==> src/rtl/hex_disp_pkg.sv <==
// Shared types and the 7-segment glyph table for the hex display path.
package hex_disp_pkg;

  typedef enum logic {DIGIT_LO = 1'b0, DIGIT_HI = 1'b1} digit_e;

  localparam logic [6:0] SEG_OFF = 7'h00;

  // Segment order: bit0 = a ... bit6 = g, active high.
  localparam logic [6:0] HEX7 [16] = '{
    7'h3F, 7'h06, 7'h5B, 7'h4F, 7'h66, 7'h6D, 7'h7D, 7'h07,
    7'h7F, 7'h6F, 7'h77, 7'h7C, 7'h39, 7'h5E, 7'h79, 7'h71
  };

endpackage

==> src/rtl/hex_to_7seg.sv <==
// Combinational hex nibble to 7-segment glyph decoder.
module hex_to_7seg
  import hex_disp_pkg::*;
(
  input  logic [3:0] nibble,
  output logic [6:0] seg
);

  always_comb begin
    seg = HEX7[nibble];
  end

endmodule

==> src/rtl/hex_display_mux.sv <==
// Captures an 8-bit value on a load rising edge and time-multiplexes its two
// hex digits onto one registered 7-segment bus. Option: HEX_LZ_BLANK_EN.
module hex_display_mux
  import hex_disp_pkg::*;
#(
  parameter int unsigned REFRESH_DIV = 1024
) (
  input  logic       clock,
  input  logic       reset_n,
  input  logic [7:0] value,
  input  logic       load,
  input  logic       blank,
  output logic [6:0] seg,
  output logic       digit_sel
);

  localparam int unsigned CNT_W = (REFRESH_DIV > 1) ? $clog2(REFRESH_DIV) : 1;
  localparam logic [CNT_W-1:0] CNT_LAST = CNT_W'(REFRESH_DIV - 1);

  if (REFRESH_DIV < 2) begin : g_bad_refresh_div
    $error("hex_display_mux: REFRESH_DIV must be 2 or more");
  end

  logic [7:0]       val_q;
  logic             load_q;
  logic [CNT_W-1:0] cnt;
  digit_e           state, state_d;
  logic             capture, wrap;
  logic [3:0]       nibble;
  logic [6:0]       glyph;
  logic [6:0]       seg_next;

  assign capture = load & ~load_q;
  assign wrap    = (cnt == CNT_LAST);

  always_comb begin
    state_d = state;
    if (wrap) begin
      state_d = (state == DIGIT_LO) ? DIGIT_HI : DIGIT_LO;
    end
  end

  always_comb begin
    nibble = (state == DIGIT_HI) ? val_q[7:4] : val_q[3:0];
  end

  hex_to_7seg u_hex_to_7seg (
    .nibble (nibble),
    .seg    (glyph)
  );

  always_comb begin
    seg_next = glyph;
    if (blank) begin
      seg_next = SEG_OFF;
    end
`ifdef HEX_LZ_BLANK_EN
    else if ((state == DIGIT_HI) && (val_q[7:4] == 4'h0)) begin
      seg_next = SEG_OFF;
    end
`endif
  end

  // seg and digit_sel share one register stage so a digit switch never
  // shows the previous digit's segments.
  always_ff @(posedge clock or negedge reset_n) begin
    if (!reset_n) begin
      val_q     <= '0;
      load_q    <= 1'b0;
      cnt       <= '0;
      state     <= DIGIT_LO;
      seg       <= SEG_OFF;
      digit_sel <= 1'b0;
    end else begin
      load_q    <= load;
      if (capture) begin
        val_q <= value;
      end
      cnt       <= wrap ? '0 : cnt + 1'b1;
      state     <= state_d;
      seg       <= seg_next;
      digit_sel <= (state == DIGIT_HI);
    end
  end

endmodule

==> config.mk <==
export PLATFORM = sky130hd
export DESIGN_NAME = hex_display_mux
export DESIGN_NICKNAME = d
export VERILOG_FILES = /design/src/rtl/hex_disp_pkg.sv /design/src/rtl/hex_to_7seg.sv /design/src/rtl/hex_display_mux.sv
export SDC_FILE = /design/constraint.sdc
export NUM_CORES = 1
export LEC_CHECK = 0
export CAP_MARGIN = 20
export CORE_MARGIN = 4
export CORE_UTILIZATION = 35
export DETAILED_ROUTE_END_ITERATION = 6
export PLACE_DENSITY = 0.55
export RECOVER_POWER = 100
export SLEW_MARGIN = 20
export SYNTH_ARGS = -nofsm -noshare
export SYNTH_HDL_FRONTEND = slang
export SYNTH_HIERARCHICAL = 1
export SYNTH_SLANG_ARGS = --single-unit
==> constraint.sdc <==
create_clock -name clock -period 3.9 [get_ports clock]
set_clock_uncertainty 0.05 [all_clocks]
set_input_delay 1.17 -clock clock [delete_from_list [all_inputs] [get_ports clock]]
set_output_delay 1.17 -clock clock [all_outputs]
set_load 0.05 [all_outputs]
==> run_summary.xml <==
<?xml version="1.0" encoding="UTF-8"?>
<metrics>
  <group name="logic_synthesis">
    <metric name="postSynthRegisterBits" unit="">28</metric>
    <metric name="yosysMostFrequentCell" unit="">dfrtp_1</metric>
    <metric name="synthDominantAreaCellType" unit="">dfrtp_1</metric>
    <metric name="synthFlopType" unit="">dfrtp_1</metric>
    <metric name="edff_count_synth" unit="">0</metric>
    <metric name="synthArstFlopShare" unit="%">100.0</metric>
    <metric name="synthesized_cell_area" unit="um^2">1400</metric>
    <metric name="synthesis.area_per_instance" unit="um^2">12.07</metric>
    <metric name="mappedNetlistNets" unit="">136</metric>
    <metric name="synth.cells.most_frequent" unit="">dfrtp_1 (28), mux2_2 (15), nor2b_1 (10)</metric>
    <metric name="syn-instance-count" unit="">116</metric>
    <metric name="yosysWarningCount" unit="">6</metric>
    <metric name="synth_top_area_share" unit="%">50.04</metric>
    <metric name="synth.distinct_cells" unit="">32</metric>
    <metric name="synth.area.top_cells" unit="">dfrtp_1 (50%), mux2_2 (12%), ha_1 (7.1%), nor2b_1 (4.5%), nand3_1 (2.1%)</metric>
    <metric name="synth_seq_area_share" unit="%">50.04</metric>
  </group>
  <group name="clock_tree">
    <metric name="number_of_clock_buffers_inserted_by_tritoncts" unit="">3</metric>
    <metric name="cts_max_path_buffers" unit="">2</metric>
    <metric name="clock_tree.htree_level_count" unit="">1</metric>
    <metric name="cts.clk_slew.worst_paths" unit="ps">90</metric>
    <metric name="cts.root.buffer_cell" unit="">clkbuf_8</metric>
    <metric name="clock_latency_at_the_later_pin_of_the_worst_skew_pair" unit="ps">270</metric>
    <metric name="cts_hold_buffers" unit="">0</metric>
    <metric name="numClockSinks" unit="">28</metric>
    <metric name="cts_tree" unit="">yes</metric>
    <metric name="post_cts.resized_instances" unit="">0</metric>
    <metric name="cts.repair_timing.setup_buffer_count" unit="">0</metric>
  </group>
  <group name="timing">
    <metric name="report.final.slew_viol_count" unit="">0</metric>
    <metric name="timing.final.setup_violations" unit="">0</metric>
    <metric name="setup_ws_final" unit="ps">1190</metric>
    <metric name="fmax" unit="MHz">369.1</metric>
    <metric name="final.period_utilization" unit="%">69.48</metric>
    <metric name="slew_headroom" unit="%">3.421</metric>
    <metric name="aggregate_negative_setup_slack" unit="ps">0</metric>
    <metric name="worst_hold_slack" unit="ps">463.8</metric>
    <metric name="final_period_minus_worst_setup_slack" unit="ps">2710</metric>
    <metric name="tightestPinTransition" unit="ps">1449</metric>
    <metric name="rsz0062_at_grt" unit="">false</metric>
    <metric name="finalHoldViolCount" unit="">0</metric>
  </group>
  <group name="place">
    <metric name="port-buffer-count" unit="">19</metric>
    <metric name="place_worst_setup_slack" unit="ps">1077</metric>
    <metric name="detailed_place_hpwl" unit="um">1833</metric>
    <metric name="place_congestion" unit="">0.7090</metric>
  </group>
  <group name="critical_path">
    <metric name="critical_path.top_delay_family" unit="">buffers and inverters</metric>
    <metric name="worst_ep_required_time" unit="ps">2680</metric>
    <metric name="crit_path_max_fanout" unit="">1</metric>
    <metric name="critPathSlowestCell" unit="">dlygate4sd3_1</metric>
    <metric name="criticalPathCategory" unit="">flop to output pin</metric>
    <metric name="cpPeakStageDelay" unit="ps">870</metric>
    <metric name="worstSetupStartpointType" unit="">flop</metric>
    <metric name="path_buf_inv" unit="">1</metric>
    <metric name="critPathCaptureType" unit="">output pin</metric>
    <metric name="timing.critical_path.cells" unit="">dlygate4sd3_1</metric>
    <metric name="timing.critical_path.arrival" unit="ps">1490</metric>
  </group>
  <group name="floorplanning">
    <metric name="floorplan.rows" unit="">22</metric>
    <metric name="design.core.area" unit="um^2">3771</metric>
    <metric name="initial_utilization" unit="%">37.13</metric>
    <metric name="ioPinCount" unit="">20</metric>
    <metric name="horizontal_die_dimension" unit="um">71.25</metric>
    <metric name="total_die_area" unit="um^2">5076</metric>
    <metric name="die_y" unit="um">71.25</metric>
  </group>
  <group name="drt">
    <metric name="post-route-drc-count" unit="">0</metric>
    <metric name="total_vias_in_the_final_route" unit="">896</metric>
    <metric name="route.final.wire_length" unit="um">2393</metric>
    <metric name="ant_nets" unit="">0</metric>
    <metric name="drtIter0Drc" unit="">11</metric>
    <metric name="wl_per_cell" unit="um">12.94</metric>
    <metric name="route.detailed.vias_per_inst" unit="">4.843</metric>
    <metric name="first_pass_iters" unit="">2</metric>
  </group>
  <group name="pwr">
    <metric name="power.sequential.fraction" unit="%">47.9</metric>
    <metric name="switching_power" unit="W">0.0001900</metric>
    <metric name="total_leakage_power" unit="nW">0.7194</metric>
    <metric name="power.switching_fraction" unit="%">28.27</metric>
    <metric name="logic_pwr_share" unit="%">26.3</metric>
    <metric name="power.density" unit="nW/um^2">400.6</metric>
    <metric name="internal_power" unit="W">0.0004821</metric>
    <metric name="power_frac_clock" unit="%">25.8</metric>
    <metric name="max-vdd-ir-drop" unit="mV">0.1507</metric>
  </group>
  <group name="global_route">
    <metric name="global_router_s_overall_resource_usage" unit="%">10.71</metric>
    <metric name="grt_first_pass_wirelength" unit="um">4347</metric>
    <metric name="gr-total-overflow" unit="">0</metric>
    <metric name="grt_max_degree" unit="">29</metric>
    <metric name="via_count_of_the_first_global_routing_pass" unit="">946</metric>
    <metric name="initial_antenna_violation_count" unit="">0</metric>
  </group>
  <group name="outcome">
    <metric name="outcome" unit="">finished clean</metric>
  </group>
  <group name="finish">
    <metric name="number_of_nets_at_the_end_of_the_flow" unit="">158</metric>
    <metric name="antennaDiodeCount" unit="">0</metric>
    <metric name="area_growth" unit="%">19.84</metric>
    <metric name="drive_above_1_share" unit="%">13.87</metric>
  </group>
  <group name="hold_path">
    <metric name="worstHoldPathType" unit="">flop to flop</metric>
  </group>
  <group name="flow_run">
    <metric name="maxCapViolations" unit="">0</metric>
  </group>
</metrics>
## placed cells by master, fill, tap and decap left out, drive strengths merged
cell            n
a211oi          1
a21oi           4
a31o            1
and4            1
clkbuf          5
clkdlybuf4s50   9
dfrtp          28
dlygate4sd3    10
ha              8
inv             7
mux2           15
mux2i           2
mux4            1
nand2           4
nand2b          1
nand3           6
nand3b          1
nand4           3
nor2            2
nor2b          10
nor3            3
o211ai          1
o21ai           2
o31a            1
o32a            1
or2b            1
or3             2
or4             1
xnor2           3
xor2            3
## layout make-up
cell class	count	area, um^2
inverters	7	26.28
flip-flops and latches	28	700.7
clock buffers	4	55.05
fillers	367	2093
multi-input cells	78	641.9
repair buffers	20	193.9
well taps	48	60.06
## power groups by stage
stage / Clock, W / Sequential [W] / Combinational, W
3_5_place_dp: 0 / 0.000330 / 0.000185
5_1_grt: 0.000195 / 0.000325 / 0.000194
4_1_cts: 0.000179 / 0.000324 / 0.000186
3_3_place_gp: 0 / 0.000329 / 0.000181
6_report: 0.000173 / 0.000322 / 0.000177
2_1_floorplan: 0 / 0.000368 / 0.0000901
## per-layer routing
| metal | track usage [%] | wire length (um) |
|---|---|---|
| met1 | 13.73 | 1081 |
| met4 | 5.010 | 34 |
| met3 | 1.262 | 36 |
| met2 | 17.96 | 1242 |
| met5 | 0 | 0 |
## final timing paths
path                       slack [ps]     start  depth (start not counted)  endpoint
setup reg to reg                 1720     state                          6    seg[3]
max in group asynchronous        1230   reset_n                          2    cnt[5]
setup / recovery                 1190    seg[0]                          1    seg[0]
min in group asynchronous        1720   reset_n                          2    cnt[6]
hold / removal                    460  val_q[3]                          1  val_q[3]
hold reg to reg                   460  val_q[3]                          1  val_q[3]
## per-stage QoR
step | utilization (%) | total power, W | area [um^2] | std cells
after floorplan | - | 0.0004585 | 1400 | 116
after global placement | 43.43 | 0.0005107 | 1638 | 181
after detailed placement | 43.43 | 0.0005148 | 1638 | 181
after CTS | 44.89 | 0.0006883 | 1693 | 185
after global routing | 44.49 | 0.0007146 | 1678 | 185
final | 44.49 | 0.0006722 | 1678 | 185
## sequential cells by signal, summed over array words and instances (netlist names)
register	flops
cnt	10
val_q	8
seg	7
digit_sel	1
load_q	1
state	1
## cells by family (layout without fill, tap and decap cells)
logic type	after synthesis	after routing	share of synthesized area (%)
AND/OR/NAND/NOR	35	35	15.10
adder cells (fa/ha/maj)	8	8	7.150
buffers and inverters	10	31	3.306
multiplexers	18	18	15.37
XOR/XNOR	6	6	3.754
flip-flops	28	28	50.04
AO/OA/AOI/OAI	11	11	5.273
No activity file was read; power rests on OpenSTA's default activity.
